==> src/rtl/rnbip_pkg.sv <==
// Shared widths, flag bit positions and writeback buffer state encoding.
// Latency: n/a (declarations only).
// Backpressure: n/a.
package rnbip_pkg;

    localparam int DATA_W = 8;
    localparam int RIDX_W = 3;
    localparam int FLAG_W = 4;

    // Flag array bit order: {OddParity, Positive, Cout, Zero}
    localparam int FLG_Z = 0;
    localparam int FLG_C = 1;
    localparam int FLG_S = 2;
    localparam int FLG_P = 3;

    typedef enum logic [1:0] {
        EMPTY = 2'd0,
        ONE   = 2'd1,
        TWO   = 2'd2
    } buf_state_e;

endpackage

==> src/rtl/alu_wb_stage_if.sv <==
// Execute-side and writeback-side handshake bundle for the ALU writeback stage.
// Latency: n/a (wires only).
// Backpressure: ex_valid/ex_ready towards the ALU, wb_valid/wb_ready towards the register file.
// Ports: ex_* carries the ALU result, flags, destination and write enables;
//        wb_* carries the head writeback entry.
interface alu_wb_stage_if #(
    parameter int DATA_W = rnbip_pkg::DATA_W,
    parameter int RIDX_W = rnbip_pkg::RIDX_W,
    parameter int FLAG_W = rnbip_pkg::FLAG_W
);
    logic              ex_valid;
    logic              ex_ready;
    logic [DATA_W-1:0] ex_out;
    logic [FLAG_W-1:0] ex_flags;
    logic [RIDX_W-1:0] ex_rd;
    logic              ex_wr_reg;
    logic              ex_wr_flags;
    logic              wb_valid;
    logic              wb_ready;
    logic [DATA_W-1:0] wb_data;
    logic [RIDX_W-1:0] wb_rd;

    // Environment side: drives the ALU results and the register-file ready.
    modport master (
        output ex_valid, ex_out, ex_flags, ex_rd, ex_wr_reg, ex_wr_flags, wb_ready,
        input  ex_ready, wb_valid, wb_data, wb_rd
    );

    // Stage side.
    modport slave (
        input  ex_valid, ex_out, ex_flags, ex_rd, ex_wr_reg, ex_wr_flags, wb_ready,
        output ex_ready, wb_valid, wb_data, wb_rd
    );
endinterface

==> src/rtl/wb_skid_buf.sv <==
// Two-entry in-order writeback FIFO with registered upstream ready.
// Latency: entry enqueued at edge t is presented on wb_* from t+1.
// Backpressure: ex_ready_o drops the cycle after the buffer fills; head holds while wb_ready_i=0.
// Ports: enq_i/enq_dat_i/enq_rd_i push an entry, wb_ready_i pops the head,
//        head/tail valid+index are exported for hazard decode.
module wb_skid_buf #(
    parameter int DATA_W = rnbip_pkg::DATA_W,
    parameter int RIDX_W = rnbip_pkg::RIDX_W
) (
    input  logic              clk,
    input  logic              rst,
    input  logic              enq_i,
    input  logic [DATA_W-1:0] enq_dat_i,
    input  logic [RIDX_W-1:0] enq_rd_i,
    input  logic              wb_ready_i,
    output logic              ex_ready_o,
    output logic              wb_valid_o,
    output logic [DATA_W-1:0] wb_data_o,
    output logic [RIDX_W-1:0] wb_rd_o,
    output logic              head_vld_o,
    output logic              tail_vld_o,
    output logic [RIDX_W-1:0] head_rd_o,
    output logic [RIDX_W-1:0] tail_rd_o
);
    import rnbip_pkg::*;

    buf_state_e        state_q;
    logic              ex_ready_q;
    logic [DATA_W-1:0] head_dat_q;
    logic [RIDX_W-1:0] head_rd_q;
    logic [DATA_W-1:0] tail_dat_q;
    logic [RIDX_W-1:0] tail_rd_q;
    logic              retire;

    assign retire = (state_q != EMPTY) && wb_ready_i;

    // ex_ready_q is set from the state being entered, so it is low exactly
    // while the buffer holds two entries.
    always_ff @(posedge clk or posedge rst) begin
        if (rst) begin
            state_q    <= EMPTY;
            ex_ready_q <= 1'b1;
            head_dat_q <= '0;
            head_rd_q  <= '0;
            tail_dat_q <= '0;
            tail_rd_q  <= '0;
        end else begin
            ex_ready_q <= 1'b1;
            case (state_q)
                EMPTY: begin
                    if (enq_i) begin
                        head_dat_q <= enq_dat_i;
                        head_rd_q  <= enq_rd_i;
                        state_q    <= ONE;
                    end
                end
                ONE: begin
                    if (enq_i && retire) begin
                        // Head leaves and the new entry takes its place.
                        head_dat_q <= enq_dat_i;
                        head_rd_q  <= enq_rd_i;
                    end else if (enq_i) begin
                        tail_dat_q <= enq_dat_i;
                        tail_rd_q  <= enq_rd_i;
                        state_q    <= TWO;
                        ex_ready_q <= 1'b0;
                    end else if (retire) begin
                        state_q <= EMPTY;
                    end
                end
                TWO: begin
                    // No enqueue can arrive here: ex_ready was low.
                    if (retire) begin
                        head_dat_q <= tail_dat_q;
                        head_rd_q  <= tail_rd_q;
                        state_q    <= ONE;
                    end else begin
                        ex_ready_q <= 1'b0;
                    end
                end
                default: begin
                    state_q <= EMPTY;
                end
            endcase
        end
    end

    assign ex_ready_o = ex_ready_q;
    assign wb_valid_o = (state_q != EMPTY);
    assign wb_data_o  = head_dat_q;
    assign wb_rd_o    = head_rd_q;
    assign head_vld_o = (state_q != EMPTY);
    assign tail_vld_o = (state_q == TWO);
    assign head_rd_o  = head_rd_q;
    assign tail_rd_o  = tail_rd_q;

endmodule

==> src/rtl/alu_wb_stage.sv <==
// ALU writeback stage: flag register, carry feedback, buffered register writes, pending-write mask.
// Latency: accepted result on wb_* and accepted flags on flag_reg one cycle after the accepting edge.
// Backpressure: absorbs two stalled writes, then ex_ready falls until the register file drains one.
// Ports: clk/rst; bus (slave modport) carries ex_* and wb_*; flag_reg, cin_out, rd_busy are status outputs.
module alu_wb_stage #(
    parameter int DATA_W = rnbip_pkg::DATA_W,
    parameter int RIDX_W = rnbip_pkg::RIDX_W,
    parameter int FLAG_W = rnbip_pkg::FLAG_W
) (
    input  logic                 clk,
    input  logic                 rst,
    alu_wb_stage_if.slave        bus,
    output logic [FLAG_W-1:0]    flag_reg,
    output logic                 cin_out,
    output logic [2**RIDX_W-1:0] rd_busy
);
    import rnbip_pkg::*;

    logic                 ex_ready;
    logic                 accept;
    logic                 enq;
    logic [FLAG_W-1:0]    flag_d;
    logic [FLAG_W-1:0]    flag_q;
    logic                 head_vld;
    logic                 tail_vld;
    logic [RIDX_W-1:0]    head_rd;
    logic [RIDX_W-1:0]    tail_rd;
    logic [2**RIDX_W-1:0] rd_busy_c;

    assign accept = bus.ex_valid && ex_ready;
    // Flag-only operations are accepted but never occupy a buffer slot.
    assign enq    = accept && bus.ex_wr_reg;

    wb_skid_buf #(
        .DATA_W(DATA_W),
        .RIDX_W(RIDX_W)
    ) u_skid (
        .clk        (clk),
        .rst        (rst),
        .enq_i      (enq),
        .enq_dat_i  (bus.ex_out),
        .enq_rd_i   (bus.ex_rd),
        .wb_ready_i (bus.wb_ready),
        .ex_ready_o (ex_ready),
        .wb_valid_o (bus.wb_valid),
        .wb_data_o  (bus.wb_data),
        .wb_rd_o    (bus.wb_rd),
        .head_vld_o (head_vld),
        .tail_vld_o (tail_vld),
        .head_rd_o  (head_rd),
        .tail_rd_o  (tail_rd)
    );

    assign bus.ex_ready = ex_ready;

    always_comb begin
        flag_d = flag_q;
        if (accept && bus.ex_wr_flags) begin
            flag_d = bus.ex_flags;
        end
    end

    always_ff @(posedge clk or posedge rst) begin
        if (rst) begin
            flag_q <= '0;
        end else begin
            flag_q <= flag_d;
        end
    end

    assign flag_reg = flag_q;
    assign cin_out  = flag_q[FLG_C];

    // Both entries may name the same register; OR-ing keeps the bit set
    // until the last pending write to it has retired.
    always_comb begin
        rd_busy_c = '0;
        if (head_vld) begin
            rd_busy_c[head_rd] = 1'b1;
        end
        if (tail_vld) begin
            rd_busy_c[tail_rd] = 1'b1;
        end
    end

    assign rd_busy = rd_busy_c;

endmodule
==> src/flat_wrapper.sv <==
// flat-port wrapper written by rule: the top's interface ports become plain ports
module alu_wb_stage_flat import rnbip_pkg::*;
#(
    parameter int DATA_W = rnbip_pkg::DATA_W,
    parameter int RIDX_W = rnbip_pkg::RIDX_W,
    parameter int FLAG_W = rnbip_pkg::FLAG_W
)
  (clk, rst, flag_reg, cin_out, rd_busy, bus_ex_valid, bus_ex_out, bus_ex_flags, bus_ex_rd, bus_ex_wr_reg, bus_ex_wr_flags, bus_wb_ready, bus_ex_ready, bus_wb_valid, bus_wb_data, bus_wb_rd);
  alu_wb_stage_if #(.DATA_W(DATA_W), .RIDX_W(RIDX_W), .FLAG_W(FLAG_W)) bus_i ();
  input  logic clk;
  input  logic rst;
  output logic [FLAG_W-1:0] flag_reg;
  output logic cin_out;
  output logic [2**RIDX_W-1:0] rd_busy;
  input wire logic [$bits(bus_i.ex_valid)-1:0] bus_ex_valid;
  input wire logic [$bits(bus_i.ex_out)-1:0] bus_ex_out;
  input wire logic [$bits(bus_i.ex_flags)-1:0] bus_ex_flags;
  input wire logic [$bits(bus_i.ex_rd)-1:0] bus_ex_rd;
  input wire logic [$bits(bus_i.ex_wr_reg)-1:0] bus_ex_wr_reg;
  input wire logic [$bits(bus_i.ex_wr_flags)-1:0] bus_ex_wr_flags;
  input wire logic [$bits(bus_i.wb_ready)-1:0] bus_wb_ready;
  output wire logic [$bits(bus_i.ex_ready)-1:0] bus_ex_ready;
  output wire logic [$bits(bus_i.wb_valid)-1:0] bus_wb_valid;
  output wire logic [$bits(bus_i.wb_data)-1:0] bus_wb_data;
  output wire logic [$bits(bus_i.wb_rd)-1:0] bus_wb_rd;
  assign bus_i.ex_valid = bus_ex_valid;
  assign bus_i.ex_out = bus_ex_out;
  assign bus_i.ex_flags = bus_ex_flags;
  assign bus_i.ex_rd = bus_ex_rd;
  assign bus_i.ex_wr_reg = bus_ex_wr_reg;
  assign bus_i.ex_wr_flags = bus_ex_wr_flags;
  assign bus_i.wb_ready = bus_wb_ready;
  assign bus_ex_ready = bus_i.ex_ready;
  assign bus_wb_valid = bus_i.wb_valid;
  assign bus_wb_data = bus_i.wb_data;
  assign bus_wb_rd = bus_i.wb_rd;
  alu_wb_stage #(.DATA_W(DATA_W), .RIDX_W(RIDX_W), .FLAG_W(FLAG_W)) u_core (.clk(clk), .rst(rst), .bus(bus_i), .flag_reg(flag_reg), .cin_out(cin_out), .rd_busy(rd_busy));
endmodule
==> config.mk <==
export PLATFORM = sky130hd
export DESIGN_NAME = alu_wb_stage_flat
export DESIGN_NICKNAME = d
export VERILOG_FILES = /design/src/rtl/rnbip_pkg.sv /design/src/rtl/alu_wb_stage_if.sv /design/src/rtl/wb_skid_buf.sv /design/src/rtl/alu_wb_stage.sv /design/src/flat_wrapper.sv
export SDC_FILE = /design/constraint.sdc
export NUM_CORES = 1
export LEC_CHECK = 0
export CORE_MARGIN = 2
export CORE_UTILIZATION = 42
export CTS_CLUSTER_DIAMETER = 100
export DETAILED_ROUTE_END_ITERATION = 8
export GPL_ROUTABILITY_DRIVEN = 0
export PLACE_DENSITY = 0.87
export SLEW_MARGIN = 20
export SYNTH_ARGS = -nofsm -noshare
export SYNTH_HDL_FRONTEND = slang
export SYNTH_SLANG_ARGS = --single-unit
==> constraint.sdc <==
create_clock -name clk -period 2.2 [get_ports clk]
set_clock_uncertainty 0.15 [all_clocks]
set_input_delay 0.44 -clock clk [delete_from_list [all_inputs] [get_ports clk]]
set_output_delay 0.44 -clock clk [all_outputs]
set_load 0.05 [all_outputs]
==> metrics.md, run 1 <==
| Metric | Value |
|---|---|
| Setup crit end kind | `output port` |
| Core Region | `0.00366 mm²` |
| Iter 0 DRT Violations | `77` |
| Post-synth net total | `153` |
| Peak VDD IR | `0.00113 V` |
| Share of cells above drive strength 1 | `51.3%` |
| Die Y | `65.5 µm` |
| Max Cap Violations | `0` |
| Async SR Flop Fraction | `100%` |
| Max incr delay on CP | `0.39 ns` |
| Iteration count of the initial detailed-routing pass | `4` |
| Via/cell ratio | `5.19` |
| Mapped Cells | `126` |
| Area after DPL | `0.00238 mm²` |
| Pwr/cell area | `1720 mW/mm²` |
| Max_slew headroom | `66.2%` |
| Critical Path Start | `u_core.u_skid.state_q[1]` |
| Most numerous cell in the Yosys netlist | `dfrtp_1` |
| Largest net degree at the start of global routing | `30` |
| Gr ovfl total | `0` |
| Seq. cell area | `727 µm²` |
| Wire per inst | `16.9 µm` |
| Die width | `65.5 µm` |
| Die area | `0.00429 mm²` |
| Post-Syn Area | `0.00159 mm²` |
| Ys Warns | `0` |
| Vias in the first global route | `1422` |
| Final setup vio count | `2` |
| CP max stage cell | `dfrtp_1` |
| FF-to-FF Start | `u_core.u_skid.state_q[1]` |
| Seq/Total Area, Yosys | `45.7%` |
| Total GRT Usage | `21.0%` |
| Worst skew pair latency | `0.28 ns` |
| Count of cell types in the netlist | `31` |
| Origin of the worst min-delay path | `u_core.u_skid.tail_dat_q[6]` |
| Multi-input logic area | `973 µm²` |
| CTS tree | `yes` |
| P&R area growth vs syn | `63.3%` |
| Setup_tns | `-0.0513 ns` |
| Clock Pin Slew Worst Setup and Hold Paths | `0.06 ns` |
| Crit path cell chain | `inv_2 > ha_4 > or2_4 > buf_6 > o22ai_4 > buf_12` |
| CTS max path bufs | `2` |
| # fillers | `249` |
| Fin worst setup slack | `-0.0357 ns` |
| Top cell type by total area after synthesis | `dfrtp_1` |
| Slew @ Worst Pin | `0.506 ns` |
| Final slew viol count | `0` |
| Failing checks | `negative setup slack` |
| Final hold violations | `0` |
| CP Data Required Time | `1.61 ns` |
| Number of antenna-violating nets in the routed design | `0` |
| Area contributors post-synth | `dfrtp_1 (44%), mux2_2 (18%), mux2_4 (9.4%)` |
| Antenna diodes | `0` |
| Initial antenna violation count | `0` |
| Critical path class | `reg -> out` |
| Port bufs | `46` |
| Avg Synthesized Cell Area | `12.6 µm²` |
| Top-Level Pins | `47` |
| Startpoint types | `register` |
| Area share of the largest cell type after synthesis | `44.1%` |
| Design area | `0.00260 mm²` |
| CTS Buf Count | `5` |
| CP Buf/Inv Count | `3` |
| Final Util | `71.0%` |
| Hold-fix buffers, CTS | `0` |
| Min cycle time layout | `2.24 ns` |
| Critical Path Fanout Max | `4` |
| EDFF count, synth | `0` |
| Seq cells post-synth | `29` |
| Top cells by count, synth | `dfrtp_1 (28), mux2_2 (26), mux2_4 (10)` |
| First-pass GRT wire length | `6.62 mm` |
| Starting Density | `43.4%` |
| Remaining DRCs | `0` |
| Leak | `1.09 nW` |
| Routed WL | `4.15 mm` |
| Row cnt | `22` |
| CP top delay family | `flip-flops` |
| Hold Crit Class | `reg -> reg` |
| Vias | `1271` |
| CTS sink cnt | `29` |
| Nets | `223` |
| Outcome | `finished, violations left` |
| FMAX | `0.447 GHz` |
| Post-DP HPWL | `3.00 mm` |
| Unrepaired setup endpoints after global routing | `true` |
| Synth Flop Type | `dfrtp_1` |
| Root Driver | `clkbuf_8` |
| H-Tree Depth | `2` |
| CP arrival | `1.65 ns` |
| Fin crit share | `102%` |
[final cells by class]
| cell class | instances | share of cell area (%) |
|---|---|---|
| clock buffers | 6 | 2.79 |
| clock inverters | 2 | 0.385 |
| inverters | 6 | 1.11 |
| multi-input cells | 85 | 37.5 |
| flip-flops and latches | 29 | 28.0 |
| well taps | 48 | 2.31 |
| repair buffers | 69 | 27.9 |
[metal layers]
layer	share of wire, %	global-route usage (%)
met5	0	0
met1	39	23.9
met4	2.8	10.7
met2	53	36.7
met3	4.9	4.62
[metrics by stage]
| step | hold WS (ns) | std cells | power (mW) | worst slack [ns] |
|---|---|---|---|---|
| 6_report | 0.354 | 245 | 4.47 | -0.0357 |
| 4_1_cts | 0.355 | 243 | 4.32 | -0.0356 |
| 3_3_place_gp | 0.331 | 229 | 3.66 | 0.0325 |
| 5_1_grt | 0.367 | 245 | 4.68 | -0.0664 |
| 3_5_place_dp | 0.341 | 229 | 3.77 | -0.0170 |
| 2_1_floorplan | 0.324 | 126 | 2.89 | -0.0866 |
[report_power, final]
group | leakage [nW] | total [mW] | switching, mW | internal [mW]
clock network | 0.0450 | 0.419 | 0.201 | 0.218
logic | 0.703 | 2.97 | 1.56 | 1.42
registers | 0.347 | 1.07 | 0.265 | 0.809
[logic make-up (layout without fill, tap and decap cells)]
group,Yosys count,count (layout),synth area share (%)
muxes,36,36,27.9
DFF,29,29,45.7
and+or+nand+nor,24,24,8.26
AOI/OAI and AO/OA,17,17,8.18
buffers and inverters,12,83,4.17
adders and majority gates,6,6,4.72
xor gates and xnor gates,2,2,1.10
[repair_timing]
item | 4_1_cts | 5_1_grt
setup buffers | 6 | 1
cloned | 0 | 1
endpoints found under the setup margin | 8 | 16
pin swaps | 4 | 7
gates resized for setup | 8 | 12
[final timing paths]
kind / slack, ns / to / cells past startpoint
max: -0.04 / rd_busy[6] / 6
min: 0.35 / u_core.u_skid.tail_dat_q[6] / 1
max reg2reg: 0 / u_core.u_skid.wb_data_o[3] / 7
min reg2reg: 0.35 / u_core.u_skid.tail_dat_q[6] / 1
max in group asynchronous: 1.22 / u_core.u_skid.ex_ready_o / 3
min in group asynchronous: 0.38 / u_core.u_skid.wb_data_o[4] / 3
[layout by cell type (no fill, tap or decap), drive strengths merged, types with 2 or more instances in the layout]
cell type | Yosys | layout
a221oi | 2 | 2
and2 | 2 | 2
buf | 5 | 35
clkbuf | 1 | 6
clkdlybuf4s50 | 0 | 33
clkinv | 0 | 2
dfrtp | 28 | 28
ha | 6 | 6
inv | 6 | 5
mux2 | 36 | 36
nand2 | 5 | 5
nand2b | 6 | 6
nand3 | 3 | 3
o21ai | 3 | 3
o22ai | 5 | 5
o32ai | 2 | 2
or2 | 4 | 4
xnor2 | 2 | 2
Power figures use the tool's default switching activity.
==> run 2, diff against run 1 <==
Settings changed: CAP_MARGIN set to 10.
==> results of run 2 <==
Final layout, timing and power as in run 1 (identical DEF).
